<file path="src/rtl/fetch_pkg.sv">
// Shared fetch-stage definitions: datapath widths, FSM states and the
// instruction encodings that fetch, decode and the hazard unit agree on.
package fetch_pkg;

   localparam int unsigned PC_W    = 64;
   localparam int unsigned INSTR_W = 32;

   // Bubble inserted into IF/ID on flush or when no real instruction exists.
   localparam logic [INSTR_W-1:0] NOP_WORD  = 32'hD503201F;

   // HLT is recognised on the masked fetched word.
   localparam logic [INSTR_W-1:0] HLT_MASK  = 32'hFFE0001F;
   localparam logic [INSTR_W-1:0] HLT_MATCH = 32'hD4400000;

   typedef enum logic [1:0] {
      BOOT   = 2'd0,
      RUN    = 2'd1,
      HALTED = 2'd2
   } fetch_state_t;

   // True when the masked word matches the given HLT pattern.
   function automatic logic is_hlt_word(input logic [INSTR_W-1:0] word,
                                        input logic [INSTR_W-1:0] mask,
                                        input logic [INSTR_W-1:0] match);
      return (word & mask) == match;
   endfunction

endpackage : fetch_pkg

</file>
<file path="src/rtl/if_id_reg.sv">
// IF/ID pipeline register: carries {PC, instruction, valid} to decode.
// Priority: reset, then flush (load a bubble), then hold, then load.
module if_id_reg
   import fetch_pkg::*;
#(
   parameter logic [INSTR_W-1:0] BUBBLE_WORD = NOP_WORD
) (
   input  logic               clk_i,
   input  logic               reset_i,
   input  logic               hold_i,
   input  logic               flush_i,
   input  logic [PC_W-1:0]    pc_i,
   input  logic [INSTR_W-1:0] instr_i,
   output logic [PC_W-1:0]    pc_o,
   output logic [INSTR_W-1:0] instr_o,
   output logic               valid_o
);

   logic [PC_W-1:0]    pc_q,    pc_d;
   logic [INSTR_W-1:0] instr_q, instr_d;
   logic               valid_q, valid_d;

   // Next-state selection: flush beats hold, hold beats a fresh load.
   always_comb begin
      pc_d    = pc_q;
      instr_d = instr_q;
      valid_d = valid_q;
      if (flush_i) begin
         pc_d    = '0;
         instr_d = BUBBLE_WORD;
         valid_d = 1'b0;
      end else if (!hold_i) begin
         pc_d    = pc_i;
         instr_d = instr_i;
         valid_d = 1'b1;
      end
   end

   // Register update with synchronous reset to a bubble.
   always_ff @(posedge clk_i) begin
      if (reset_i) begin
         pc_q    <= '0;
         instr_q <= BUBBLE_WORD;
         valid_q <= 1'b0;
      end else begin
         pc_q    <= pc_d;
         instr_q <= instr_d;
         valid_q <= valid_d;
      end
   end

   assign pc_o    = pc_q;
   assign instr_o = instr_q;
   assign valid_o = valid_q;

endmodule : if_id_reg

</file>
<file path="src/rtl/pc_fetch_unit.sv">
// Instruction-fetch stage: owns the program counter, the next-PC mux and the
// BOOT/RUN/HALTED control FSM, and feeds the IF/ID pipeline register.
module pc_fetch_unit #(
   parameter logic [fetch_pkg::PC_W-1:0]    RESET_VECTOR = 64'h0,
   parameter logic [fetch_pkg::PC_W-1:0]    EXC_VECTOR   = 64'h100,
   parameter logic [fetch_pkg::INSTR_W-1:0] NOP_WORD     = fetch_pkg::NOP_WORD,
   parameter logic [fetch_pkg::INSTR_W-1:0] HLT_MASK     = fetch_pkg::HLT_MASK,
   parameter logic [fetch_pkg::INSTR_W-1:0] HLT_MATCH    = fetch_pkg::HLT_MATCH
) (
   input  logic                            clk,
   input  logic                            reset,
   input  logic [fetch_pkg::INSTR_W-1:0]   instruction,
   input  logic                            stall,
   input  logic                            branchTaken,
   input  logic [fetch_pkg::PC_W-1:0]      busBranchTarget,
   input  logic                            resume,
   output logic [fetch_pkg::PC_W-1:0]      busPc,
   output logic [fetch_pkg::PC_W-1:0]      ifIdPc,
   output logic [fetch_pkg::INSTR_W-1:0]   ifIdInstr,
   output logic                            ifIdValid,
   output logic                            alignFault,
   output logic                            halted
);

   fetch_pkg::fetch_state_t state_q;

   logic [fetch_pkg::PC_W-1:0] pc_q, pc_d;
   logic                       align_fault_q;
   logic                       halted_q;

   logic redirect;
   logic misaligned;
   logic hlt_fetch;
   logic ifid_flush;
   logic ifid_hold;

   // Redirects are ignored during the single BOOT cycle.
   assign redirect   = branchTaken && (state_q != fetch_pkg::BOOT);
   assign misaligned = (busBranchTarget[1:0] != 2'b00);
   assign hlt_fetch  = fetch_pkg::is_hlt_word(instruction, HLT_MASK, HLT_MATCH);

   // Next-PC mux and IF/ID control; a redirect overrides a concurrent stall.
   always_comb begin
      pc_d       = pc_q;
      ifid_flush = 1'b0;
      ifid_hold  = 1'b0;
      unique case (state_q)
         fetch_pkg::RUN: begin
            if (redirect) begin
               pc_d       = misaligned ? EXC_VECTOR : busBranchTarget;
               ifid_flush = 1'b1;
            end else if (stall) begin
               ifid_hold  = 1'b1;
            end else begin
               pc_d       = pc_q + 64'd4;
            end
         end
         fetch_pkg::HALTED: begin
            ifid_flush = 1'b1;
            if (redirect) begin
               pc_d = misaligned ? EXC_VECTOR : busBranchTarget;
            end
         end
         default: begin
            ifid_flush = 1'b1;
         end
      endcase
   end

   // Control FSM with PC register and registered status outputs.
   always_ff @(posedge clk) begin
      if (reset) begin
         state_q       <= fetch_pkg::BOOT;
         pc_q          <= RESET_VECTOR;
         align_fault_q <= 1'b0;
         halted_q      <= 1'b0;
      end else begin
         pc_q          <= pc_d;
         align_fault_q <= redirect && misaligned;
         unique case (state_q)
            fetch_pkg::BOOT: begin
               state_q  <= fetch_pkg::RUN;
               halted_q <= 1'b0;
            end
            fetch_pkg::RUN: begin
               if (!redirect && !stall && hlt_fetch) begin
                  state_q  <= fetch_pkg::HALTED;
                  halted_q <= 1'b1;
               end
            end
            fetch_pkg::HALTED: begin
               if (redirect || resume) begin
                  state_q  <= fetch_pkg::RUN;
                  halted_q <= 1'b0;
               end
            end
            default: begin
               state_q  <= fetch_pkg::BOOT;
               halted_q <= 1'b0;
            end
         endcase
      end
   end

   if_id_reg #(
      .BUBBLE_WORD(NOP_WORD)
   ) u_if_id_reg (
      .clk_i   (clk),
      .reset_i (reset),
      .hold_i  (ifid_hold),
      .flush_i (ifid_flush),
      .pc_i    (pc_q),
      .instr_i (instruction),
      .pc_o    (ifIdPc),
      .instr_o (ifIdInstr),
      .valid_o (ifIdValid)
   );

   assign busPc      = pc_q;
   assign alignFault = align_fault_q;
   assign halted     = halted_q;

endmodule : pc_fetch_unit

</file>
<file path="config.mk">
export PLATFORM = sky130hd
export DESIGN_NAME = pc_fetch_unit
export DESIGN_NICKNAME = d
export VERILOG_FILES = /design/src/rtl/fetch_pkg.sv /design/src/rtl/if_id_reg.sv /design/src/rtl/pc_fetch_unit.sv
export SDC_FILE = /design/constraint.sdc
export NUM_CORES = 1
export LEC_CHECK = 0
export ABC_AREA = 0
export CORE_MARGIN = 8
export CORE_UTILIZATION = 35
export DETAILED_ROUTE_END_ITERATION = 12
export PLACE_DENSITY_LB_ADDON = 0.12
export REMOVE_ABC_BUFFERS = 1
export SYNTH_ARGS = -nofsm -noshare
export SYNTH_HDL_FRONTEND = slang
export SYNTH_SLANG_ARGS = --single-unit
</file>
<file path="constraint.sdc">
create_clock -name clk -period 6.15 [get_ports clk]
set_input_delay 0.615 -clock clk [delete_from_list [all_inputs] [get_ports clk]]
set_output_delay 0.615 -clock clk [all_outputs]
set_load 0.05 [all_outputs]
</file>
# == Word level (Yosys, flattened, before mapping) ==
# Index checks and enable logic that the tools add are counted.
# word_totals
ff_bits,165
inputBits,101
wordCells,45
# classes
addsub,1
eq_ne,7
mux,16
n_reduce_logical,14
# ops
op,count
$mux 64,4
$pmux 64 s2,1
$add 64x3->64 const B,1
$eq 16x16->1 const B,1
$mux 1,7
$ne 2x2->1 const B,3
$pmux 2 s3,1
$reduce_bool 2->1,3
$logic_and 1x1->1,4
$mux 2,2
$ne 3x3->1 const B,1
$reduce_and 3->1,1
$eq 2x1->1 const B,1
$eq 2x2->1 const B,1
$logic_not 1->1,2
$logic_not 2->1,1
$pmux 1 s2,1
$reduce_and 2->1,1
$reduce_or 2->1,1
$logic_or 1x1->1,1

# == Depth between registers and ports, before layout ==
# depth
ltp_word,7
ltp_mapped,10

# == Modules after synthesis ==
# A second synthesis with hierarchy kept.
# hier_totals
hier_cells,935
area_unflattened_um2,8055.2
# by_module_without_submodules
mod,instances,cells_each,area_per_inst_um2,seq_area_each_um2
pc_fetch_unit,1,621,4584.4,1341.3
if_id_reg,1,314,3470.8,1941.9

# == Least setup slack after synthesis ==
# OpenSTA, ideal clock, no wires.
# synth_path
path_type,register to register
startpoint,register state_q[1]
endpoint,register pc_q (netlist bit busPc[54])
arrival_ps,2504
t_required_ps,6071
slack_ps,3567
path_stages_with_launch,9
path_buffers,2
synth_period_minus_slack_ps,2583
path_cell_list,dfxtp_1 -> inv_1 -> ha_1 -> and2_1 -> buf_6 -> or4_4 -> buf_6 -> or4_1 -> o211ai_1
# synth_via
elab_chain_len,4
# synth_rtl
element,line_no,text
from (decl),pc_fetch_unit.sv:25,fetch_pkg::fetch_state_t state_q;
from (signal assigned),pc_fetch_unit.sv:73,state_q <= fetch_pkg::BOOT;
from (signal assigned),pc_fetch_unit.sv:82,state_q <= fetch_pkg::RUN;
from (signal assigned),pc_fetch_unit.sv:87,state_q <= fetch_pkg::HALTED;
$reduce_bool 2->1,pc_fetch_unit.sv:38,assign redirect = branchTaken && (state_q != fetch_pkg::BOOT);
$logic_and 1x1->1,pc_fetch_unit.sv:38,
"$ne 3x3->1 (no source line), or another cell as far along",n/a,
$reduce_and 3->1 (no source line) or $pmux 64 s2 (tied branches),n/a,
to (signal assigned),pc_fetch_unit.sv:78,pc_q <= pc_d;
to (decl),pc_fetch_unit.sv:27,"logic [fetch_pkg::PC_W-1:0] pc_q, pc_d;"
# Parallel ways exist; a longest one is shown, timed or not.
# A chain may end at the register's enable or synchronous reset.

# == Worst setup path after layout ==
# layout_path
startpoint,register state_q[0]
endpoint,register pc_q (netlist bit busPc[31])
# The elaborated chain is that of the path after synthesis.

==> impl.org <==
** Detailed routing
- Iteration-0 DRC Markers :: 885
- Post-DRT Antenna Nets :: 0
- Vias after detailed routing :: 8685
- Final routed DRC violation total :: 0
- In the final routed layout, each cell accounts on average for 22.5 um.
- The final layout contains routed wiring with a total length of 32700 um.
- Per-cell via count in the routed design :: 5.99
- The pre-antenna-repair detailed-routing pass consisted of 5 iterations.

** Synth
- Dividing the synthesized area by the synthesized cell count gives 8.98 sq um.
- The synthesized netlist devotes 26.5% of its cell area to compound gates.
- Fraction of synthesized cell area taken by the top area cell type :: 39.7%
- Primary flip-flop cell chosen by synthesis mapping :: sky130_fd_sc_hd__dfxtp_1
- Main combinational cell family by area after synthesis :: compound AO/OA/AOI/OAI gates
- Part of the Yosys area used for sequential elements :: 39.7%
- Yosys synthesis warning count :: 0
- Portion of netlist area occupied by mux cells :: 1.12%
- Fraction of the mapped netlist area in simple logic gates :: 26.2%
- After Yosys synthesis, XOR and XNOR cells account for 0% of the synthesized area.
- The synthesized design contains 0 enable-type register cells.
- Of all flip-flops after synthesis, the portion carrying an async set or reset was 0%.
- Syn Inst Count :: 920
- The synthesized netlist contains 73 unique library cells.
- In this run, synthesis produced a sequential element count of 164.
- The synthesized netlist devotes 0.606% of its cell area to adder and majority cells.
- By area the synthesized netlist is led by sky130_fd_sc_hd__dfxtp_1, sky130_fd_sc_hd__o221a_2, sky130_fd_sc_hd__nand2_1, sky130_fd_sc_hd__nand4_1, sky130_fd_sc_hd__clkbuf_1.
- The synthesized netlist occupies a cell area of 8260 sq um.
- Cell taking the most area after synthesis :: sky130_fd_sc_hd__dfxtp_1

** Setup path
- STA classifies the critical path endpoint as a flop.
- STA puts the critical path data arrival time at 3.46 ns.
- Startpoint of the worst-slack reg-to-reg timing path :: state_q[0]
- In this run the critical register-to-register path is captured at busPc[31].
- Highest net fanout along the worst path :: 25
- Startpoint type of the worst setup path :: flop
- The critical path starts at state_q[0].
- Critical path class :: reg2reg
- The worst register-to-register path has a setup slack of 3.05 ns.
- Reg2reg path depth :: 9
- Critical Path RT :: 6.52 ns

** Floorplanning
- Measured along the x axis, the die boundary spans 170 um.
- Die height :: 170 um
- Number of rows created at floorplan :: 56
- For this design the top-level I/O count stands at 264.
- Once the floorplan was initialized, standard cells occupied 35.4% of the core.
- The die covers 28800 sq um.
- The core region is 23300 sq um.

** Clocking
- TritonCTS created 17 clock buffers.
- The number of hold buffers added after CTS was 0.
- For the worst-skew pair, the clock arrives at the later sink with an insertion delay of 0.43 ns.
- For this design, the sink count on the clock tree is 164.
- CTS HTree Levels :: 4
- The tree is rooted in a sky130_fd_sc_hd__clkbuf_16.
- TritonCTS clock tree :: done
- Clock-pin slew was measured on the worst setup and hold paths at 0.07 ns.
- Once the clock tree was built, the resizer swapped 0 gates to a different size.
- No sink is reached through more buffers than the 2 on the longest clock path.
- In this run the post-CTS setup repair buffer count came out at 0.

** GRT
- Total routing resource utilization after global routing :: 22.1%
- Wire length of the first global-routing pass :: 50500 um
- For this run the aggregate overflow at the end of global routing stands at 0.
- Via count of the first global-routing pass :: 8395
- Maximum number of pins on one net before global-route repair :: 85
- The initial antenna violation count came to 0.

** Pwr
- Cell area power density :: 412 nW/um^2
- Final total power :: 0.00476 W
- The worst-case IR drop observed on VDD is 177 uV.
- For this design the static power due to leakage is 3.90 nW.

** Timing
- Maximum frequency from static timing analysis :: 0.323 GHz
- Tightest Pin Transition :: 1.07 ns
- The worst pin sits at a relative slew slack of 28.7%.
- RSZ-0062 raised after global routing :: no
- Fin crit share :: 50.3%
- Final hold viol count :: 0
- For the final routed database, the setup TNS stands at 0 ns.
- Setup-violating endpoint count in the final report :: 0
- The routed design could run at a clock period as short as 3.10 ns.
- After layout, the worst setup slack is 3.05 ns.
- Worst-case clock skew :: 0.00786 ns
- The final-report max-slew violation count was 0.

** Worst hold path
- Worst Hold Path Cells :: 1
- Endpoint, Worst Hold :: u_if_id_reg.instr_o[30]
- The startpoint identified for the worst hold timing path is u_if_id_reg.instr_o[30].
- The worst hold path belongs to the class reg2reg.

** Place
- Worst Setup Slack post-DPL :: 2.88 ns
- Counting tap cells, the placed design contains a total of 1418 instances.
- At the end of routability-driven placement, the weighted congestion stood at 0.902.
- Number of buffers added on ports :: 263
- Post-DP HPWL :: 22800 um

** Cells and area
- Relative area change from synthesis to final layout :: 40.0%
- The number of antenna diodes in the final layout is 0.
- At the end of the flow, the number of nets in the layout was 1223.
- Post-route insts no fill :: 1450
- Share of cells above drive strength 1 :: 14.1%

** Run
- Max-capacitance violation count :: 0

** Outcome
- Run status :: complete, no violations
==> per-layer routing <==
metal	GRT usage [%]	part of all wire (%)	up-vias
met5	0	0	-
li1	-	-	4029
met3	6.12	9.2	45
met2	33.2	44	394
met1	30.2	45	4217
met4	6.58	2.0	0
==> through the flow <==
stage	instance area (sq um)	hold slack, ns	utilization [%]
final	11600	0.470	49.6
after floorplan	7820	0.512	-
after CTS	11600	0.470	49.6
after detailed placement	11000	0.452	47.0
after global routing	11600	0.502	49.6
after global placement	11000	0.444	47.0
==> synthesized netlist by cell type, types with 9 or more instances <==
library cell / n
sky130_fd_sc_hd__nand2b_1: 9
sky130_fd_sc_hd__a31oi_1: 9
sky130_fd_sc_hd__a21oi_1: 36
sky130_fd_sc_hd__o211ai_1: 11
sky130_fd_sc_hd__nand4_1: 45
sky130_fd_sc_hd__buf_2: 22
sky130_fd_sc_hd__nand3_1: 39
sky130_fd_sc_hd__o21ai_0: 21
sky130_fd_sc_hd__nor2_1: 55
sky130_fd_sc_hd__nor3_1: 30
sky130_fd_sc_hd__a221oi_1: 10
sky130_fd_sc_hd__and2_1: 14
sky130_fd_sc_hd__o221a_2: 83
sky130_fd_sc_hd__a221o_1: 12
sky130_fd_sc_hd__dfxtp_1: 164
sky130_fd_sc_hd__a311oi_1: 10
sky130_fd_sc_hd__nand2_1: 77
sky130_fd_sc_hd__nor4_1: 20
sky130_fd_sc_hd__and3_1: 13
sky130_fd_sc_hd__clkbuf_1: 63
sky130_fd_sc_hd__or3_1: 11
sky130_fd_sc_hd__or4_1: 10
sky130_fd_sc_hd__inv_1: 11
==> cell type report <==
type	instances	area, sq um
Tap cell	319	399
Fill cell	2285	11800
Sequential cell	164	3280
Inverter	11	41.3
Multi-Input combinational cell	647	4520
Clock buffer	19	443
Timing Repair Buffer	277	2730
Clock inverter	13	148
==> worst max-delay path, stage by stage (launching register included) <==
cell	delay, ns
sky130_fd_sc_hd__dfxtp_1	0.38
sky130_fd_sc_hd__inv_1	0.10
sky130_fd_sc_hd__ha_1	0.41
sky130_fd_sc_hd__nand3b_1	0.33
sky130_fd_sc_hd__buf_4	0.31
sky130_fd_sc_hd__o21ai_2	0.19
sky130_fd_sc_hd__buf_4	0.41
sky130_fd_sc_hd__nand2b_1	0.33
sky130_fd_sc_hd__or4_1	0.48
sky130_fd_sc_hd__nand3_1	0.09
==> cells by family after synthesis <==
kind of cell             Yosys count
multiplexers                       9
AND/OR/NAND/NOR                  376
adder cells (fa/ha/maj)            4
buffers and inverters            109
flip-flops                       164
AO/OA/AOI/OAI                    258
==> where the power goes <==
group | total [W] | internal, W | leakage [nW] | switching, W
Combinational | 0.00216 | 0.000687 | 2.27 | 0.00148
Clock | 0.00110 | 0.000617 | 0.294 | 0.000485
Sequential | 0.00149 | 0.00125 | 1.33 | 0.000248
Total | 0.00476 | 0.00255 | 3.90 | 0.00221
==> placed cells by master, fill, tap and decap left out, drive strengths merged, types with 9 or more instances in the layout <==
| cell type | n |
|---|---|
| buf | 16 |
| nand4 | 49 |
| nand3 | 41 |
| clkbuf | 19 |
| nand2 | 77 |
| a221o | 12 |
| a311oi | 10 |
| dfxtp | 164 |
| o221a | 83 |
| a31oi | 9 |
| nand2b | 9 |
| or4 | 11 |
| nor3 | 30 |
| and3 | 13 |
| clkdlybuf4s50 | 261 |
| nor2 | 55 |
| o21ai | 25 |
| a221oi | 10 |
| inv | 15 |
| and2 | 14 |
| nor4 | 31 |
| or3 | 11 |
| a21oi | 37 |
| o211ai | 11 |
==> sequential cells by signal (all words and copies together) (netlist names) <==
name,cells
busPc,64
u_if_id_reg.pc_o,64
state_q,2
u_if_id_reg.instr_o,32
alignFault,1
u_if_id_reg.valid_o,1
==> how the worst max path moves through the flow <==
stage	to	slack (ns)	cells past startpoint
floorplan	u_if_id_reg.instr_o[10]	0.26	5
global placement	busPc[31]	2.93	8
detailed placement	busPc[31]	2.88	8
CTS	busPc[31]	3.13	9
global route	busPc[31]	2.88	9
finish	busPc[31]	3.05	9
Note: power is estimated with default switching activity, not from simulation.
